### src/rtl/dev_bus_master_pkg.sv
// dev_bus_master_pkg: shared device-port width and initiator state encodings
package dev_bus_master_pkg;
    localparam int DATA_WIDTH = 16;
    localparam int CNT_WIDTH  = 4;
    typedef enum logic [1:0] {
        IDLE  = 2'd0,
        ISSUE = 2'd1,
        WAIT  = 2'd2,
        DONE  = 2'd3
    } state_t;
endpackage

### src/rtl/dev_latency_timer.sv
// dev_latency_timer: loadable down-counter flagging the final wait cycle
module dev_latency_timer #(
    parameter int W = 4
) (
    input  logic         clk,
    input  logic         rst,
    input  logic         load,
    input  logic [W-1:0] load_val,
    input  logic         dec,
    output logic         last
);
    logic [W-1:0] cnt;
    // load wins over decrement; stops at zero so an idle timer never wraps
    always_ff @(posedge clk or posedge rst)
        if (rst) cnt <= '0;
        else if (load) cnt <= load_val;
        else if (dec && cnt != '0) cnt <= cnt - 1'b1;
    assign last = cnt == W'(1);
endmodule

### src/rtl/dev_bus_master.sv
// dev_bus_master: single-outstanding initiator for the OR-combined device port
module dev_bus_master #(
    parameter int DATA_WIDTH   = dev_bus_master_pkg::DATA_WIDTH,
    parameter int READ_LATENCY = 1
) (
    input  logic                  clk,
    input  logic                  rst,
    input  logic                  req_valid,
    output logic                  req_ready,
    input  logic                  req_write,
    input  logic [DATA_WIDTH-1:0] req_addr,
    input  logic [DATA_WIDTH-1:0] req_wdata,
    output logic                  rsp_valid,
    input  logic                  rsp_ready,
    output logic [DATA_WIDTH-1:0] rsp_rdata,
    output logic                  dev_en,
    output logic                  dev_we,
    output logic [DATA_WIDTH-1:0] dev_address,
    output logic [DATA_WIDTH-1:0] dev_wdata,
    input  logic [DATA_WIDTH-1:0] dev_rdata
);
    import dev_bus_master_pkg::*;
    state_t                state, state_n;
    logic                  wr_q;
    logic [DATA_WIDTH-1:0] addr_q, wdata_q;
    logic                  last;
    dev_latency_timer #(.W(CNT_WIDTH)) u_timer (
        .clk      (clk),
        .rst      (rst),
        .load     (state == ISSUE && !wr_q),
        .load_val (CNT_WIDTH'(READ_LATENCY)),
        .dec      (state == WAIT),
        .last     (last)
    );
    // state register
    always_ff @(posedge clk or posedge rst)
        if (rst) state <= IDLE;
        else state <= state_n;
    // request fields are captured only on acceptance so later input changes are ignored
    always_ff @(posedge clk or posedge rst)
        if (rst) begin
            wr_q    <= 1'b0;
            addr_q  <= '0;
            wdata_q <= '0;
        end else if (state == IDLE && req_valid) begin
            wr_q    <= req_write;
            addr_q  <= req_addr;
            wdata_q <= req_wdata;
        end
    // response data: cleared for writes, sampled from the shared read bus only on the last wait cycle
    always_ff @(posedge clk or posedge rst)
        if (rst) rsp_rdata <= '0;
        else if (state == ISSUE && wr_q) rsp_rdata <= '0;
        else if (state == WAIT && last) rsp_rdata <= dev_rdata;
    // next state and outputs; every dev_* output is zero outside ISSUE to keep the OR bus clean
    always_comb begin
        state_n     = state;
        req_ready   = state == IDLE;
        rsp_valid   = state == DONE;
        dev_en      = state == ISSUE;
        dev_we      = state == ISSUE && wr_q;
        dev_address = state == ISSUE ? addr_q : '0;
        dev_wdata   = state == ISSUE && wr_q ? wdata_q : '0;
        case (state)
            IDLE:    state_n = req_valid ? ISSUE : IDLE;
            ISSUE:   state_n = wr_q ? DONE : WAIT;
            WAIT:    state_n = last ? DONE : WAIT;
            default: state_n = rsp_ready ? IDLE : DONE;
        endcase
    end
endmodule

### config.mk
export PLATFORM = sky130hd
export DESIGN_NAME = dev_bus_master
export DESIGN_NICKNAME = d
export VERILOG_FILES = /design/src/rtl/dev_bus_master_pkg.sv /design/src/rtl/dev_latency_timer.sv /design/src/rtl/dev_bus_master.sv
export SDC_FILE = /design/constraint.sdc
export NUM_CORES = 1
export LEC_CHECK = 0
export ABC_AREA = 1
export CAP_MARGIN = 15
export CORE_ASPECT_RATIO = 1.25
export CORE_MARGIN = 1
export CORE_UTILIZATION = 40
export CTS_CLUSTER_SIZE = 24
export DETAILED_ROUTE_END_ITERATION = 8
export PLACE_DENSITY = 0.85
export SLEW_MARGIN = 20
export SYNTH_ARGS = -nofsm -noshare
export SYNTH_HDL_FRONTEND = slang
export SYNTH_SLANG_ARGS = --single-unit
export TNS_END_PERCENT = 30
### constraint.sdc
create_clock -name clk -period 2.4 [get_ports clk]
set_clock_uncertainty 0.05 [all_clocks]
set_input_delay 0.36 -clock clk [delete_from_list [all_inputs] [get_ports clk]]
set_output_delay 0.36 -clock clk [all_outputs]
set_load 0.02 [all_outputs]
==> results.toml <==
[worst_setup_path]
critPathKind = "flip-flop to output pin"
startpoint_type = "flip-flop"
cp_data_arrival_time_ps = 1900
crit_fanout = 18
worstPathRequired_ps = 1990
endpoint_kind = "output pin"

[final_layout]
diodes = 0
drive_gt1_share_pct = 5.05
nets = 474
final_cell_count_no_fill = 501
syn2layout_area_growth_pct = 51.5

[pwr]
combinationalPowerShare_pct = 47.0
p_seq_share_pct = 38.3
leakage_uw = 0.00246
switching_power_uw = 1630
pwr-share-clk_pct = 14.7
intPower_uw = 2450
p_total_uw = 4090
power.density_nw_per_um2 = 1070
vdd_drop_max_mv = 0.543
p_sw_share_pct = 40.0

[grt]
grt_first_pass_wirelength_um = 9720
grt-busiest-layer = "met2"
overflow = 0
grt_usage_pct = 18.9
use_met2_pct = 31.3
grt_pass1_vias = 2173
antenna_found_initial = 0
grt_use_met3_pct = 4.69
gr-usage-met1_pct = 23.2
grt_max_degree = 37

[cts]
cts_tree = "done"
cts_buffers = 5
clkTransAtPathRegs_ps = 100
postCtsHoldBufs = 0
clock-root-buffer = "clkbuf_8"
clkLatencyLatePin_ps = 310
clkSinkCount = 55
post-cts-setup-buffer-count = 0
clock_path_buffers = 2
htreeDepth = 2

[timing]
tightestPinTransition_ps = 504
fin_crit_sh_pct = 96.1
setup_tns_ps = 0
rsz0062_at_grt = "false"
holdWs_ps = 345
setup_ws_ps = 93.2
drv_slew = 0
max_slew_margin_pct = 66.4
hold_viol = 0
fmax_ghz = 0.434
setup_viol = 0
period_needed_ps = 2310

[drt]
routed_wl_um = 5850
drc = 0
drtPass1Iterations = 4
wl_per_cell_um = 11.7
antenna_left = 0
drt_iter0_markers = 69
viasPerCell = 4.45
vias = 2227

[yosys]
synth_common_cells = "nand2_1, dfrtp_1, inv_1, nand3_1"
avgSynthCellArea_um2 = 8.08
synth.distinct_cells = 19
syn_inst = 313
syn_area_um2 = 2530
ys_ff_latch = 55
synth_area_leaders = "dfrtp_1, nand2_1, inv_1"
synth_edf_count = 0
synthArstFlopShare_pct = 100
synth-main-ff-cell = "dfrtp_1"
netlist.area_leader.share_pct = 54.4
synth_top_area_cell = "dfrtp_1"
synth_seq_area_share_pct = 54.4
yosys_warnings = 0
synth_nets = 372
yosysMostFrequentCell = "nand2_1"

[floorplan]
rows = 32
start_util_pct = 41.3
core_area_um2 = 6130
dieHeight_um = 90.9
die_w_um = 73.1
dieArea_um2 = 6650
pin_count = 105

[placed_design]
gp_routability_congestion = 0.716
dp_hpwl_um = 4270
post-place-ws_ps = 246
dpl.cell_count = 493
numPortBuffers = 104

[min_path]
worstHoldPathType = "primary input to async pin"

[run]
cap_viol_max_count = 0

[status]
status = "finished, final reports clean"
==> final timing paths <==
check,start,to,slack [ps],cells past startpoint
worst min-delay path,rst,wdata_q[3]$_DFFE_PP0P_,350,2
worst max-delay path,state[1]$_DFF_PP0_,dev_en,90,4
max in group asynchronous,rst,u_timer.cnt[0]$_DFFE_PP0P_,1410,3
min in group clk,addr_q[6]$_DFFE_PP0P_,addr_q[6]$_DFFE_PP0P_,440,2
worst max register to register,state[0]$_DFF_PP0_,wdata_q[7]$_DFFE_PP0P_,670,7
worst min register to register,addr_q[6]$_DFFE_PP0P_,addr_q[6]$_DFFE_PP0P_,440,2
==> cell families (layout without fill, tap and decap cells) <==
logic type / count (synthesis) / in the layout / synth area share (%)
AO/OA/AOI/OAI: 17 / 17 / 3.36
XOR/XNOR: 1 / 1 / 0.346
adder cells (fa/ha/maj): 6 / 6 / 2.97
buffers and inverters: 57 / 160 / 9.59
flip-flops: 55 / 55 / 54.4
AND/OR/NAND/NOR: 177 / 177 / 29.3
==> stage by stage <==
step,util (%),area [um2]
floorplan,-,2530
global placement,59.5,3640
detailed placement,59.5,3640
CTS,61.4,3760
global route,62.6,3830
finish,62.6,3830
==> layout make-up <==
cell class	count	area [um2]
fill	511	2290
sequential	55	1380
timing repair buffer	108	1150
multi-input combinational	201	922
inverter	44	165
tap	85	106
clock buffer	6	72.6
clock inverter	2	38.8
==> power by group through the flow <==
stage	clock, uW	combinational, uW	sequential (uW)
after global placement	0	1870	1550
after floorplan	0	1120	1640
final	601	1920	1560
after CTS	621	1960	1560
after global routing	655	2140	1610
after detailed placement	0	1950	1570
==> sequential cells by signal, indices dropped and copies added, names as in the netlist <==
signal,cells
wr_q,1
state,2
wdata_q,16
u_timer.cnt,4
addr_q,16
rsp_rdata,16
==> critical path, stage by stage (launching register included) <==
cell,delay (ps)
dfrtp_1,420
inv_1,90
ha_2,250
buf_6,200
clkdlybuf4s50_1,630
==> what timing repair did <==
item | 4_1_cts | 5_1_grt
pin swaps | 0 | 0
endpoints found under the setup margin | 31 | 28
resized for setup | 8 | 28
==> cell usage in the layout (no fill, tap or decap), types with 2 or more instances in the layout <==
cell               n
inv_1             41
clkdlybuf4s50_1   71
nor2_1            17
ha_1               5
nand2_1          129
buf_4              2
dlygate4sd2_1      5
clkbuf_8           5
inv_2              3
o21ai_0           17
dfrtp_1           55
nand3_1           24
dlymetal6s2s_1    28
==> routing by layer <==
metal	up-vias	part of all wire (%)
met1	1014	43
met2	76	50
met4	0	1.5
li1	1131	-
met3	6	6.1
met5	-	0
(Power assumes the default switching activity.)
